$ cat config.mk
export PLATFORM = sky130hd
export DESIGN_NAME = conf_regs_launcher
export DESIGN_NICKNAME = d
export VERILOG_FILES = /design/src/rtl/conf_regs_launcher.sv
export SDC_FILE = /design/constraint.sdc
export NUM_CORES = 1
export LEC_CHECK = 0
export CAP_MARGIN = 10
export CORE_ASPECT_RATIO = 2
export CORE_MARGIN = 2
export CORE_UTILIZATION = 45
export CTS_CLUSTER_SIZE = 14
export DETAILED_ROUTE_END_ITERATION = 8
export PLACE_DENSITY_LB_ADDON = 0.1
export RECOVER_POWER = 50
export SKIP_CTS_REPAIR_TIMING = 1
export SLEW_MARGIN = 15
export SYNTH_ARGS = -nofsm -noshare
export SYNTH_HDL_FRONTEND = slang
export SYNTH_SLANG_ARGS = --single-unit
export TNS_END_PERCENT = 1
$ cat constraint.sdc
create_clock -name clk_i -period 7.2 [get_ports clk_i]
set_input_delay 1.44 -clock clk_i [delete_from_list [all_inputs] [get_ports clk_i]]
set_output_delay 1.44 -clock clk_i [all_outputs]
set_load 0.05 [all_outputs]
$ cat src/rtl/conf_regs_launcher.sv
// conf_regs_launcher
//   OBI master that sequences one e-GPU kernel launch over the conf_regs port.
//   An accepted start writes KERNEL_ADDR (0x0C), ARG0..ARG2 (0x10/0x14/0x18)
//   and START=1 (0x1C), in that order. It then polls STATUS (0x20) until it
//   reads 32'h1, with an optional abort after TIMEOUT cycles of polling.
//
// Parameters
//   BASE_ADDR : base added to every register offset
//   POLL_GAP  : idle cycles between a poll response and the next poll request
//   TIMEOUT   : max cycles in the poll phase before abort (0 = never)
//
// Ports
//   clk_i, rst_i            : clock, synchronous active-high reset
//   start_i                 : launch request, sampled only while idle
//   kernel_addr_i, arg*_i   : launch operands, latched on an accepted start
//   req_o/we_o/be_o/addr_o/wdata_o, gnt_i/rvalid_i/rdata_i : OBI master port
//   busy_o                  : high from accepted start until DONE/ABORT exits
//   done_o                  : 1-cycle pulse, STATUS read back as 32'h1
//   timeout_o               : 1-cycle pulse, poll phase timed out
module conf_regs_launcher #(
  parameter logic [31:0] BASE_ADDR = 32'h0,
  parameter int unsigned POLL_GAP  = 8,
  parameter int unsigned TIMEOUT   = 0
) (
  input  logic        clk_i,
  input  logic        rst_i,
  input  logic        start_i,
  input  logic [31:0] kernel_addr_i,
  input  logic [31:0] arg0_i,
  input  logic [31:0] arg1_i,
  input  logic [31:0] arg2_i,
  output logic        req_o,
  output logic        we_o,
  output logic [3:0]  be_o,
  output logic [31:0] addr_o,
  output logic [31:0] wdata_o,
  input  logic        gnt_i,
  input  logic        rvalid_i,
  input  logic [31:0] rdata_i,
  output logic        busy_o,
  output logic        done_o,
  output logic        timeout_o
);

  typedef enum logic [2:0] {
    S_IDLE, S_WR_REQ, S_WR_RSP, S_POLL_REQ, S_POLL_RSP, S_POLL_WAIT, S_DONE, S_ABORT
  } state_t;

  state_t      state;
  logic [2:0]  idx;
  logic [31:0] tcnt;
  logic [31:0] gap;
  logic [31:0] kaddr_q, arg0_q, arg1_q, arg2_q;
  logic        timed_out;

  assign be_o = 4'b1111;

  // The counter keeps running while a read is in flight, so it may already be
  // past TIMEOUT when the response lands; >= lets that response trigger abort.
  assign timed_out = (TIMEOUT != 0) && (tcnt >= TIMEOUT);

  function automatic logic [31:0] wr_addr(input logic [2:0] i);
    case (i)
      3'd0:    wr_addr = BASE_ADDR + 32'h0C;
      3'd1:    wr_addr = BASE_ADDR + 32'h10;
      3'd2:    wr_addr = BASE_ADDR + 32'h14;
      3'd3:    wr_addr = BASE_ADDR + 32'h18;
      default: wr_addr = BASE_ADDR + 32'h1C;
    endcase
  endfunction

  function automatic logic [31:0] wr_data(input logic [2:0] i);
    case (i)
      3'd0:    wr_data = kaddr_q;
      3'd1:    wr_data = arg0_q;
      3'd2:    wr_data = arg1_q;
      3'd3:    wr_data = arg2_q;
      default: wr_data = 32'h1;
    endcase
  endfunction

  // Launch operands: plain data registers, captured only on an accepted start.
  always_ff @(posedge clk_i) begin
    if (state == S_IDLE && start_i) begin
      kaddr_q <= kernel_addr_i;
      arg0_q  <= arg0_i;
      arg1_q  <= arg1_i;
      arg2_q  <= arg2_i;
    end
  end

  always_ff @(posedge clk_i) begin
    if (rst_i) begin
      state     <= S_IDLE;
      req_o     <= 1'b0;
      we_o      <= 1'b0;
      addr_o    <= 32'h0;
      wdata_o   <= 32'h0;
      busy_o    <= 1'b0;
      done_o    <= 1'b0;
      timeout_o <= 1'b0;
      idx       <= 3'd0;
      tcnt      <= 32'h0;
      gap       <= 32'h0;
    end else begin
      done_o    <= 1'b0;
      timeout_o <= 1'b0;
      if (state == S_POLL_REQ || state == S_POLL_RSP || state == S_POLL_WAIT)
        tcnt <= tcnt + 32'h1;

      case (state)
        S_IDLE: begin
          if (start_i) begin
            // First write is issued straight from the inputs since the
            // operand registers load on this same edge.
            idx     <= 3'd0;
            busy_o  <= 1'b1;
            req_o   <= 1'b1;
            we_o    <= 1'b1;
            addr_o  <= wr_addr(3'd0);
            wdata_o <= kernel_addr_i;
            state   <= S_WR_REQ;
          end
        end

        S_WR_REQ: begin
          if (gnt_i) begin
            req_o <= 1'b0;
            state <= S_WR_RSP;
          end
        end

        S_WR_RSP: begin
          if (rvalid_i) begin
            if (idx != 3'd4) begin
              idx     <= idx + 3'd1;
              req_o   <= 1'b1;
              we_o    <= 1'b1;
              addr_o  <= wr_addr(idx + 3'd1);
              wdata_o <= wr_data(idx + 3'd1);
              state   <= S_WR_REQ;
            end else begin
              tcnt    <= 32'h0;
              req_o   <= 1'b1;
              we_o    <= 1'b0;
              addr_o  <= BASE_ADDR + 32'h20;
              wdata_o <= 32'h0;
              state   <= S_POLL_REQ;
            end
          end
        end

        S_POLL_REQ: begin
          // A grant in the same cycle as expiry wins; the read then completes.
          if (gnt_i) begin
            req_o <= 1'b0;
            state <= S_POLL_RSP;
          end else if (timed_out) begin
            req_o     <= 1'b0;
            timeout_o <= 1'b1;
            state     <= S_ABORT;
          end
        end

        S_POLL_RSP: begin
          if (rvalid_i) begin
            if (rdata_i == 32'h1) begin
              done_o <= 1'b1;
              state  <= S_DONE;
            end else if (timed_out) begin
              timeout_o <= 1'b1;
              state     <= S_ABORT;
            end else if (POLL_GAP == 0) begin
              req_o <= 1'b1;
              state <= S_POLL_REQ;
            end else begin
              gap   <= POLL_GAP;
              state <= S_POLL_WAIT;
            end
          end
        end

        S_POLL_WAIT: begin
          if (timed_out) begin
            timeout_o <= 1'b1;
            state     <= S_ABORT;
          end else begin
            gap <= gap - 32'h1;
            if (gap <= 32'h1) begin
              req_o <= 1'b1;
              state <= S_POLL_REQ;
            end
          end
        end

        S_DONE, S_ABORT: begin
          busy_o <= 1'b0;
          state  <= S_IDLE;
        end

        default: state <= S_IDLE;
      endcase
    end
  end

endmodule
; ---- Yosys cells after proc, flatten, opt, wreduce, memory -nomap -nowiden
; Cells that the tools add are included.
[word_totals]
reg_bits = 234
out_inout_bits = 73
elab_cells = 91
[op_classes]
addsub = 2
magnitude_cmp = 1
n_eq_ne = 21
n_mux = 36
bitwise_logic = 2
reduce_logical = 16
[op_table]
columns = operator, n
row1 = 32-bit 2-to-1 mux, 8
row2 = 32-bit case mux with 2 select lines, 3
row3 = 32-bit case mux with 4 select lines, 1
row4 = "32-bit by 1-bit == test with 1-bit output, second input constant", 1
row5 = "32-bit by 1-bit less-or-equal comparator with 1-bit output, second input constant", 1
row6 = "32-bit by 1-bit subtractor with 32-bit output, second input constant", 1
row7 = 3-bit 2-to-1 mux, 9
row8 = 3-bit case mux with 7 select lines, 1
row9 = 5-bit case mux with 4 select lines, 1
row10 = "2-bit inequality test, second input constant", 7
row11 = "3-bit by 2-bit == test with 1-bit output, second input constant", 4
row12 = "3-bit == test, second input constant", 4
row13 = 1-bit 2-to-1 mux, 7
row14 = "3-bit by 1-bit == test with 1-bit output, second input constant", 2
row15 = 3-bit zero test, 2
row16 = 3-bit case mux with 2 select lines, 1
row17 = 3-bit AND reduction, 2
row18 = 6-bit AND reduction, 1
row19 = 2-bit nonzero test, 3
row20 = 5-bit AND reduction, 1
row21 = 2-bit 2-to-1 mux, 2
row22 = "2-bit by 1-bit inequality test with 1-bit output, second input constant", 2
row23 = 1-bit case mux with 2 select lines, 2
row24 = 1-bit case mux with 4 select lines, 1
row25 = 9 further kinds, 11

; ---- Depth between registers and ports, before layout
[depth]
ltp_word = 6
ltp_mapped = 9
depth_no_buf = 7

; ---- Worst setup path after synthesis
; No wires, ideal clock.
[synth_path]
path_type = input-to-reg
from = input start_i
to = register wdata_o[12]
arrival_time_ps = 6342
path_slack_ps = 776
stages = 5
n_path_buf = 1
path_cell_list = nand2_1 > nor3_1 > clkbuf_1 > a221oi_1 > nor2_1
[synth_between]
elab_chain_cells = 2
[synth_lines]
columns = element, line_no
row1 = start: declaration, 27  ; input logic start_i,
row2 = 2-bit inequality test (no line), n/a
row3 = 3-bit AND reduction (no line), n/a
row4 = end signal: assignment, 121  ; wdata_o <= kernel_addr_i;
row5 = end signal: assignment, 140  ; wdata_o <= wr_data(idx + 3'd1);
row6 = end: declaration, 36  ; output logic [31:0] wdata_o,
; No other way between the ends.
; A chain may end at the register's enable or synchronous reset.

; ---- Final worst setup path
[layout_path]
from = input start_i
to = register wdata_o[8]
; The elaborated chain is that of the path after synthesis.

==> impl.org <==
** Routing
- After detailed routing, the number of vias per cell comes to 5.52.
- In this run the remaining antenna-violating nets after routing total 0.
- Total Routed Length :: 23600 µm
- The first detailed-routing pass ran for 4 iterations.
- Routed via count :: 6571
- Iteration-0 DRC Markers :: 333
- Avg WL per Cell :: 19.8 µm
- DRC violations left :: 0

** Finish
- Fraction of the core area covered by cells at the end of the flow :: 0.601
- The library cells used most frequently in the layout, excluding fill and tap cells, are sky130_fd_sc_hd__dlygate4sd3_1 (130), sky130_fd_sc_hd__edfxtp_1 (128), sky130_fd_sc_hd__dfxtp_1 (78).
- Final net count :: 1084
- Of the cells placed in the final design, the portion with a size suffix greater than 1 is 0.0659.
- Compared with the post-synthesis result, the final layout area differs by 30.4%.
- The finished layout holds 1191 standard cells, fillers aside.
- Leaving out fill and tap cells, the most frequent cell in the layout is sky130_fd_sc_hd__dlygate4sd3_1.
- After routing the design area is 0.0116 mm².

** Synth
- Gate count of the mapped netlist :: 730
- After synthesis, the share of flip-flops with an asynchronous set or reset is 0.
- Among all flip-flop cells after synthesis, the most frequent one is sky130_fd_sc_hd__edfxtp_1.
- Number of flops mapped to enable cells by yosys :: 128
- After synthesis the netlist holds a flip-flop and latch count of 206.
- Post-Syn Area per Cell :: 12.2 µm²
- The share of synthesized area in the top cell type comes to 0.431.
- Sorting the synthesized cells by area gives the leading types as sky130_fd_sc_hd__edfxtp_1 (43%), sky130_fd_sc_hd__dfxtp_1 (18%), sky130_fd_sc_hd__a22oi_1 (5.6%).
- Number of distinct library cells after synthesis :: 58
- Number of warnings printed during yosys synthesis :: 0
- The largest total area in the synthesized netlist belongs to sky130_fd_sc_hd__edfxtp_1.
- The cell area that synthesis handed to floorplanning was 0.00892 mm².
- Of the synthesized area, sequential elements account for 0.606.

** Clocking
- CTS tree :: done
- Clock Tree Root :: sky130_fd_sc_hd__clkbuf_16
- Clock H-tree levels :: 1
- Sinks on Clock Net :: 206
- Clock latency reported for the late side of the worst-skew pair :: 500 ps
- Clock-pin slew on the worst setup and hold paths :: 60 ps
- CTS buffer count :: 20
- Number of buffers between clock root and the deepest sink :: 3

** Power
- Power spread over the standard cell area amounts to 401 mW/mm².
- After layout, the design draws a total of 4.67 mW.
- Maximum vdd drop :: 226 µV
- Total leakage power :: 4.10 nW

** Timing
- Setup TNS :: 0 ps
- At the pin with the least slew margin, the transition time is 3460 ps.
- Setup repair after global routing left no endpoint under its margin.
- Clock skew on the completed layout was measured at 19.9 ps.
- Worst-case headroom to the max-slew limit :: -1.31
- Of the available clock period, the critical path in the final layout requires 0.698.
- The clock period could shrink to 5020 ps.
- F_max :: 199 MHz
- The final count of pins violating max slew came to 184.
- Final hold viol count :: 0
- Final setup violating endpoints :: 0

** Worst setup path
- For the worst setup path, the data arrival time is 5440 ps.
- Of all nets on the critical path, the largest fanout is 144.
- CP startpoint kind :: primary input
- Required time of the critical path :: 7620 ps
- Type of the worst setup path :: primary input to register
- STA classifies the critical path endpoint as a register.

** Placed design
- Placer Congestion :: 0.880
- Input and output buffers added on the ports amount to 204.
- Once placement completed, the tool counted placed cells totaling 1148.
- Once detailed placement completed, the half-perimeter wirelength came to 16700 µm.
- Post-Place Cell Area :: 0.0110 mm²

** Hold path
- In this run the worst hold path is classified as register to register.

** GRT
- First-pass GRT wire length :: 36500 µm
- Number of antenna violations at the first check in global routing :: 8
- Via count of the first global-routing pass :: 6811
- Total GRT Usage :: 0.218
- Pin count of the biggest net entering global routing :: 145
- Leftover overflow at the end of global routing :: 0

** Floorplanning
- The die covers 0.0210 mm².
- The initial utilization of the core area, before any placement, comes to 0.461.
- In this run the horizontal extent of the chip is 104 µm.
- The initialized floorplan defines 72 standard-cell rows.
- The total area inside the core boundary comes to 0.0194 mm².
- From bottom edge to top edge, the die measures 203 µm.
- Ports :: 238

** Run status
- The run finished, with violations left.
- The final reports fail on capacitance limit, slew limit.

** Job
- Across the run, the number of max-cap violations was 2.
==> worst max-delay path: stages <==
cell	delay [ps]
sky130_fd_sc_hd__dlygate4sd3_1	550
sky130_fd_sc_hd__nand2_1	90
sky130_fd_sc_hd__nor3_1	190
sky130_fd_sc_hd__clkbuf_2	2330
sky130_fd_sc_hd__a221oi_1	380
sky130_fd_sc_hd__nor2_1	220
==> path summary, 6_finish.rpt <==
path,from,to,slack [ps],cells after the start
setup reg to reg,state[1],wdata_o[8],2420,6
setup / recovery,start_i,wdata_o[8],2180,6
hold reg to reg,busy_o,busy_o,490,2
hold / removal,busy_o,busy_o,490,2
==> power breakdown <==
part	total, mW	internal (mW)	switching, mW
Sequential	1.92	1.70	0.211
Combinational	1.75	0.628	1.12
Clock	1.00	0.566	0.437
==> sequential cells by signal, indices dropped and copies added (netlist names) <==
name     cells
wdata_o     32
req_o        1
addr_o       4
idx          3
busy_o       1
kaddr_q     32
done_o       1
arg0_q      32
gap         32
state        3
arg2_q      32
arg1_q      32
we_o         1
==> through the flow <==
step / hold slack (ps) / setup WS [ps]
after floorplan: 470 / 776
after global placement: 460 / 3050
after detailed placement: 481 / 2940
after CTS: 497 / 3450
after global routing: 516 / 1730
final: 492 / 2180
==> cell type report <==
type	count	area, µm²
antenna	7	17.5
clock buffer	28	541
clock inverter	8	80.1
fill	1613	7740
inverter	9	33.8
multi-input combinational	465	3160
sequential	206	5410
tap	259	324
timing repair buffer	209	2070
==> cell families after synthesis <==
kind of cell	count (synthesis)	synth area share
AND/OR/NAND/NOR	184	0.127
multiplexers	30	0.0339
flip-flops	206	0.606
AO/OA/AOI/OAI	210	0.166
adder cells (fa/ha/maj)	8	0.0112
buffers and inverters	90	0.0550
other	2	0.000842
==> layer usage <==
metal,part of all wire,track usage,up-vias
li1,-,-,3142
met2,0.54,0.413,248
met5,0.00068,0,-
met3,0.066,0.0425,45
met1,0.36,0.236,3134
met4,0.032,0.0878,2
==> synth_stat cells, drive strengths merged (2+ instances only) <==
| cell | instances |
|---|---|
| o2111ai | 2 |
| nand2 | 16 |
| nand4 | 6 |
| clkbuf | 43 |
| o31ai | 2 |
| nor2b | 4 |
| or4 | 5 |
| o21ai | 6 |
| a22oi | 66 |
| and2 | 3 |
| a31oi | 3 |
| edfxtp | 128 |
| a211oi | 25 |
| nor4b | 3 |
| nand3 | 7 |
| nor2 | 55 |
| a21o | 2 |
| conb | 2 |
| dfxtp | 78 |
| a221oi | 15 |
| a2111oi | 7 |
| ha | 8 |
| inv | 9 |
| a311oi | 5 |
| nand3b | 29 |
| mux2 | 2 |
| a21boi | 2 |
| nand2b | 3 |
| buf | 38 |
| a21oi | 69 |
| nor3 | 7 |
| mux2i | 28 |
| nor4 | 14 |
| or3b | 27 |
(Power assumes the default switching activity.)
